## config.mk

```make
export PLATFORM = sky130hd
export DESIGN_NAME = mem_stage_sram_ctrl
export DESIGN_NICKNAME = d
export VERILOG_FILES = /design/src/rtl/mem_stage_sram_ctrl_pkg.sv /design/src/rtl/mem_stage_sram_ctrl_wait_counter.sv /design/src/rtl/mem_stage_sram_ctrl.sv
export SDC_FILE = /design/constraint.sdc
export NUM_CORES = 1
export LEC_CHECK = 0
export CELL_PAD_IN_SITES_DETAIL_PLACEMENT = 2
export CELL_PAD_IN_SITES_GLOBAL_PLACEMENT = 2
export CORE_MARGIN = 2
export CORE_UTILIZATION = 27
export DETAILED_ROUTE_END_ITERATION = 12
export PLACE_DENSITY = 0.89
export SYNTH_ARGS = -nofsm -noshare
export SYNTH_HDL_FRONTEND = slang
export SYNTH_SLANG_ARGS = --single-unit
```

## constraint.sdc

```tcl
create_clock -name clk -period 3.3 [get_ports clk]
set_input_delay 0.66 -clock clk [delete_from_list [all_inputs] [get_ports clk]]
set_output_delay 0.66 -clock clk [all_outputs]
set_load 0.005 [all_outputs]
```

## src/rtl/mem_stage_sram_ctrl_pkg.sv

```systemverilog
// Shared widths, FSM encoding and address helper for the memory-stage SRAM controller.
package mem_stage_sram_ctrl_pkg;

  localparam int LEN_REGISTER = 32;
  localparam int SRAM_ADDR_W  = 18;
  localparam int SRAM_DATA_W  = 16;

  typedef enum logic [1:0] {
    IDLE = 2'd0,
    LO   = 2'd1,
    HI   = 2'd2,
    DONE = 2'd3
  } state_e;

  // Word index inside the SRAM window: byte offset from the base, word aligned, wrapping at 512 KiB.
  function automatic logic [SRAM_ADDR_W-2:0] word_index(input logic [LEN_REGISTER-1:0] addr,
                                                        input logic [LEN_REGISTER-1:0] base);
    logic [LEN_REGISTER-1:0] off;
    off = addr - base;
    return off[SRAM_ADDR_W:2];
  endfunction

endpackage

```

## src/rtl/mem_stage_sram_ctrl_wait_counter.sv

```systemverilog
// Wait-state counter for one SRAM half-access; flags the terminal count SRAM_WAIT-1.
module sram_wait_counter #(
  parameter int CNT_W     = 4,
  parameter int SRAM_WAIT = 2
) (
  input  logic clk,
  input  logic rst,
  input  logic clr_i,
  input  logic en_i,
  output logic tc_o,
  output logic tc_next_o
);

  localparam logic [CNT_W-1:0] TERMINAL = CNT_W'(SRAM_WAIT - 1);

  logic [CNT_W-1:0] cnt_q;
  logic [CNT_W-1:0] cnt_d;

  always_comb begin
    cnt_d = cnt_q;
    if (clr_i) begin
      cnt_d = '0;
    end else if (en_i) begin
      cnt_d = cnt_q + CNT_W'(1);
    end
  end

  always_ff @(posedge clk) begin
    if (rst) begin
      cnt_q <= '0;
    end else begin
      cnt_q <= cnt_d;
    end
  end

  // tc_next_o lets the controller register strobes that depend on the count one cycle ahead.
  assign tc_o      = (cnt_q == TERMINAL);
  assign tc_next_o = (cnt_d == TERMINAL);

endmodule

```

## src/rtl/mem_stage_sram_ctrl.sv

```systemverilog
// Memory-stage controller: splits each 32-bit load/store into two 16-bit asynchronous SRAM accesses.
module mem_stage_sram_ctrl
  import mem_stage_sram_ctrl_pkg::*;
#(
  parameter int                      SRAM_WAIT = 2,
  parameter logic [LEN_REGISTER-1:0] BASE_ADDR = 32'd1024,
  parameter int                      CNT_W     = 4
) (
  input  logic                    clk,
  input  logic                    rst,
  input  logic                    mem_read,
  input  logic                    mem_write,
  input  logic [LEN_REGISTER-1:0] address,
  input  logic [LEN_REGISTER-1:0] write_data,
  output logic                    ready,
  output logic [LEN_REGISTER-1:0] read_data,
  output logic [SRAM_ADDR_W-1:0]  sram_addr,
  output logic [SRAM_DATA_W-1:0]  sram_dq_out,
  output logic                    sram_dq_oe,
  input  logic [SRAM_DATA_W-1:0]  sram_dq_in,
  output logic                    sram_we_n,
  output logic                    sram_oe_n
);

  state_e                  state_q, state_d;
  logic                    isWrite_q;
  logic [SRAM_ADDR_W-2:0]  wordAddr_q;
  logic [LEN_REGISTER-1:0] wrData_q;
  logic [LEN_REGISTER-1:0] readData_q, readData_d;
  logic [SRAM_ADDR_W-1:0]  sramAddr_q, sramAddr_d;
  logic [SRAM_DATA_W-1:0]  dqOut_q, dqOut_d;
  logic                    dqOe_q, dqOe_d;
  logic                    weN_q, weN_d;
  logic                    oeN_q, oeN_d;

  logic                    req;
  logic                    accept;
  logic                    cntClr, cntEn, cntTc, cntTcNext;
  logic [SRAM_ADDR_W-2:0]  srcWord;
  logic [LEN_REGISTER-1:0] srcData;
  logic                    srcWrite;

  sram_wait_counter #(
    .CNT_W    (CNT_W),
    .SRAM_WAIT(SRAM_WAIT)
  ) u_wait_counter (
    .clk      (clk),
    .rst      (rst),
    .clr_i    (cntClr),
    .en_i     (cntEn),
    .tc_o     (cntTc),
    .tc_next_o(cntTcNext)
  );

  assign req    = mem_read | mem_write;
  assign accept = (state_q == IDLE) && req;
  assign ready  = ((state_q == IDLE) && !req) || (state_q == DONE);

  // On the accepting edge the request still comes straight from the inputs; afterwards from the latched copy.
  always_comb begin
    srcWord  = (state_q == IDLE) ? word_index(address, BASE_ADDR) : wordAddr_q;
    srcData  = (state_q == IDLE) ? write_data : wrData_q;
    srcWrite = (state_q == IDLE) ? mem_write : isWrite_q;
  end

  always_comb begin
    state_d = state_q;
    cntClr  = 1'b0;
    cntEn   = 1'b0;
    case (state_q)
      IDLE: begin
        if (req) begin
          state_d = LO;
          cntClr  = 1'b1;
        end
      end
      LO: begin
        if (cntTc) begin
          state_d = HI;
          cntClr  = 1'b1;
        end else begin
          cntEn = 1'b1;
        end
      end
      HI: begin
        if (cntTc) begin
          state_d = DONE;
          cntClr  = 1'b1;
        end else begin
          cntEn = 1'b1;
        end
      end
      DONE: begin
        state_d = IDLE;
        cntClr  = 1'b1;
      end
      default: begin
        state_d = IDLE;
        cntClr  = 1'b1;
      end
    endcase
  end

  // Bus outputs are computed for the state being entered so every SRAM strobe comes from a flop.
  always_comb begin
    sramAddr_d = '0;
    dqOut_d    = '0;
    dqOe_d     = 1'b0;
    weN_d      = 1'b1;
    oeN_d      = 1'b1;
    if ((state_d == LO) || (state_d == HI)) begin
      sramAddr_d = {srcWord, (state_d == HI)};
      if (srcWrite) begin
        dqOe_d  = 1'b1;
        dqOut_d = (state_d == HI) ? srcData[31:16] : srcData[15:0];
        weN_d   = cntTcNext;
      end else begin
        oeN_d = 1'b0;
      end
    end
  end

  always_comb begin
    readData_d = readData_q;
    if (!isWrite_q && cntTc) begin
      if (state_q == LO) begin
        readData_d[15:0] = sram_dq_in;
      end else if (state_q == HI) begin
        readData_d[31:16] = sram_dq_in;
      end
    end
  end

  always_ff @(posedge clk) begin
    if (rst) begin
      state_q    <= IDLE;
      isWrite_q  <= 1'b0;
      wordAddr_q <= '0;
      wrData_q   <= '0;
      readData_q <= '0;
      sramAddr_q <= '0;
      dqOut_q    <= '0;
      dqOe_q     <= 1'b0;
      weN_q      <= 1'b1;
      oeN_q      <= 1'b1;
    end else begin
      state_q    <= state_d;
      readData_q <= readData_d;
      sramAddr_q <= sramAddr_d;
      dqOut_q    <= dqOut_d;
      dqOe_q     <= dqOe_d;
      weN_q      <= weN_d;
      oeN_q      <= oeN_d;
      if (accept) begin
        isWrite_q  <= mem_write;
        wordAddr_q <= srcWord;
        wrData_q   <= write_data;
      end
    end
  end

  assign read_data   = readData_q;
  assign sram_addr   = sramAddr_q;
  assign sram_dq_out = dqOut_q;
  assign sram_dq_oe  = dqOe_q;
  assign sram_we_n   = weN_q;
  assign sram_oe_n   = oeN_q;

endmodule

```

==> flow_metrics.py <==
metrics = {
    "run_status": {
        "status": "completed",
    },
    "floorplan": {
        "core_area_um2": 18100,
        "ios": 154,
        "initial_core_util": 0.277,
        "fp-row-count": 49,
        "die_w_um": 140,
        "die_height_um": 140,
        "fp.dieArea_um2": 19700,
    },
    "critical_path": {
        "critPathSlowestCell": "dfxtp_1",
        "worstPathArrival_ns": 3.25,
        "cp_data_required_time_ns": 3.66,
        "crit_path_end_kind": "flip-flop",
        "critPathKind": "reg2reg",
        "slowest_delay_ns": 0.49,
        "crit_fanout": 18,
        "cp_cell_sequence": "ha_1 -> or3b_1 -> a21oi_1 -> nor2_1 -> a21oi_1 -> ha_1 -> or2_2 -> nor2_1 -> buf_4 -> and2_1",
        "critPathLaunchType": "flip-flop",
    },
    "drt": {
        "ant_nets": 0,
        "wl_per_cell_um": 18.4,
        "dr.pass1.iters": 4,
        "first_iter_violations": 143,
        "drt-total-wl_mm": 16.9,
        "vias": 4456,
        "route.detailed.drc": 0,
        "via_per_inst": 4.84,
    },
    "clock_tree": {
        "htree_levels": 4,
        "cts.sinks": 125,
        "clk_transition_reported_paths_ns": 0.06,
        "cts_tree": "built",
        "cts_inserted_buffers": 17,
        "clock-root-buffer": "clkbuf_16",
        "ctsResizeCount": 0,
        "insertion_delay_ns": 0.42,
        "hold_buffers": 0,
        "postCtsSetupBuffers": 0,
        "cts.path.max_buffers": 2,
    },
    "grt": {
        "grt_max_degree": 47,
        "grt_antenna_before_repair": 0,
        "gr-total-overflow": 0,
        "grtUsageTotal": 0.176,
        "grt_pass1_vias": 5097,
        "grt_pass1_wl_mm": 27.2,
    },
    "yosys": {
        "synth.avg_cell_area_um2": 9.17,
        "synth_edf_count": 0,
        "synth_nets": 639,
        "async_flop_share": 0,
        "netlist_area_um2": 5010,
        "syn_inst": 546,
        "synth-seq-cells": 125,
        "yosys_warnings": 0,
        "ys_seq_area_frac": 0.500,
        "synth_cell_types": 43,
        "synthFlopType": "dfxtp_1",
    },
    "sta": {
        "period_minus_slack_ns": 2.89,
        "max_freq_mhz": 346,
        "finalClockSkew_ns": 0.00974,
        "setup_tns_ns": 0,
        "period_share": 0.877,
        "tightest_slew_ns": 0.927,
        "rsz0062_at_grt": "false",
        "finalSetupViolations": 0,
        "hold_viol_final": 0,
        "relSlewSlack": 0.379,
        "finalMaxSlewViolations": 0,
    },
    "power": {
        "leakage_nw": 2.65,
        "pwr_density_cell_nw_per_um2": 576,
        "ir_worst_vdd_mv": 0.354,
    },
    "min_path": {
        "hold_path_class": "reg2reg",
    },
    "placed_design": {
        "dp.cells": 889,
        "routabilityCongestion": 0.716,
        "io_buffers": 138,
        "hpwl_mm": 11.7,
    },
    "cells_and_area": {
        "nets": 772,
        "final_cell_count_no_fill": 921,
        "n_fill_cell": 1945,
        "drive_above_1_share": 0.130,
        "insertedDiodeCount": 0,
        "area_delta_synth_final_pct": 43.9,
    },
    "run": {
        "cap_violations": 0,
    },
}
==> layout by cell type (no fill, tap or decap), types with 2 or more instances in the layout <==
cell type	netlist	layout
a21oi_2	10	10
clkbuf_8	0	3
and2_1	17	17
a21oi_1	72	72
xor2_1	2	2
o31ai_1	2	2
nand2b_1	3	3
dfxtp_1	125	125
clkinv_4	0	2
bufinv_16	0	2
xnor2_1	7	7
inv_1	7	7
inv_6	0	2
nand2_1	141	141
clkdlybuf4s50_1	0	137
nor3_1	4	4
a211oi_1	13	13
clkbuf_16	0	17
ha_1	9	8
nor3b_1	4	4
nor2_1	32	32
nand2_2	10	10
mux2i_1	10	10
nor4_1	2	2
buf_4	0	13
clkinvlp_4	0	4
clkinv_2	0	2
o21ai_0	5	5
mux4_2	16	16
==> report_power, final <==
| part | internal (mW) | switching, mW | leakage (nW) | total, mW |
|---|---|---|---|---|
| logic | 0.300 | 0.299 | 1.34 | 0.599 |
| clock network | 1.18 | 0.719 | 0.285 | 1.89 |
| registers | 1.61 | 0.0502 | 1.02 | 1.66 |
| total | 3.09 | 1.07 | 2.65 | 4.15 |
==> worst max-delay path: cells and delay by family (launching register included) <==
kind	cells	cell delay, ns
simple gates	5	1.21
fa+ha+maj	2	0.51
flops	1	0.49
compound gates	2	0.36
buf+inv	1	0.26
==> final cells by class <==
class | count | area [µm²] | area share
Multi-Input combinational cell | 378 | 2320 | 0.322
Tap cell | 229 | 287 | 0.0398
Clock buffer | 20 | 467 | 0.0648
Timing Repair Buffer | 150 | 1470 | 0.204
Sequential cell | 125 | 2500 | 0.347
Clock inverter | 12 | 135 | 0.0188
Inverter | 7 | 26.3 | 0.00365
==> worst paths after layout <==
check | end | cells past startpoint | slack [ns] | startpoint
setup / recovery | sram_dq_out[7] | 10 | 0.41 | u_wait_counter.cnt_q[0]
hold / removal | wrData_q[21] | 2 | 0.46 | wrData_q[21]
setup reg to reg | sram_dq_out[7] | 10 | 0.41 | u_wait_counter.cnt_q[0]
hold reg to reg | wrData_q[21] | 2 | 0.46 | wrData_q[21]
==> sequential cells by signal (all words and copies together) (netlist names) <==
register / cells
wrData_q: 32
sram_oe_n: 1
sram_addr: 18
sram_dq_out: 16
u_wait_counter.cnt_q: 4
sram_dq_oe: 1
wordAddr_q: 17
state_q: 2
read_data: 32
isWrite_q: 1
sram_we_n: 1
==> through the flow <==
step / cell area [µm²] / worst slack [ns] / hold slack (ns) / total power [mW] / util
4_1_cts: 7210 / 0.391 / 0.461 / 4.22 / 0.398
5_1_grt: 7210 / 0.258 / 0.484 / 4.34 / 0.398
3_5_place_dp: 6610 / 0.342 / 0.452 / 2.29 / 0.365
6_report: 7210 / 0.406 / 0.458 / 4.15 / 0.398
2_1_floorplan: 5010 / 0.522 / 0.433 / 1.99 / -
3_3_place_gp: 6610 / 0.488 / 0.438 / 2.25 / 0.365
==> cell usage after synthesis (2+ instances only) <==
cell type	count	area, µm²
mux4_2	16	360
a211oi_1	13	97.6
nand2_1	141	529
a21oi_1	72	360
o21ai_0	5	25.0
nor3b_1	4	30.0
xor2_1	2	17.5
buf_1	2	7.51
buf_2	5	25.0
nand2b_1	3	18.8
dfxtp_1	125	2500
nor4_1	2	12.5
xnor2_1	7	61.3
nor2_1	32	120
nor2b_1	2	12.5
o31ai_1	2	15.0
ha_1	9	113
nor3_1	4	20.0
and2_1	17	106
mux2i_1	10	100
clkbuf_1	26	97.6
a21oi_2	10	87.6
buf_6	2	22.5
nand2_2	10	62.6
inv_1	7	26.3
==> cells by family after synthesis <==
logic type                 count (synthesis)  synth area share
AOI/OAI and AO/OA                        109             0.129
adders and majority gates                  9            0.0225
buffers and inverters                     43            0.0397
and+or+nand+nor                          225             0.202
DFF                                      125             0.500
muxes                                     26            0.0919
xor gates and xnor gates                   9            0.0157
==> metal layers <==
metal	part of all wire	wire, µm	global-route usage
met4	0.0096	163	0.0457
met3	0.064	1090	0.0571
met5	0	0	0
met2	0.52	8770	0.324
met1	0.41	6920	0.196
Note: power is estimated with default switching activity, not from simulation.
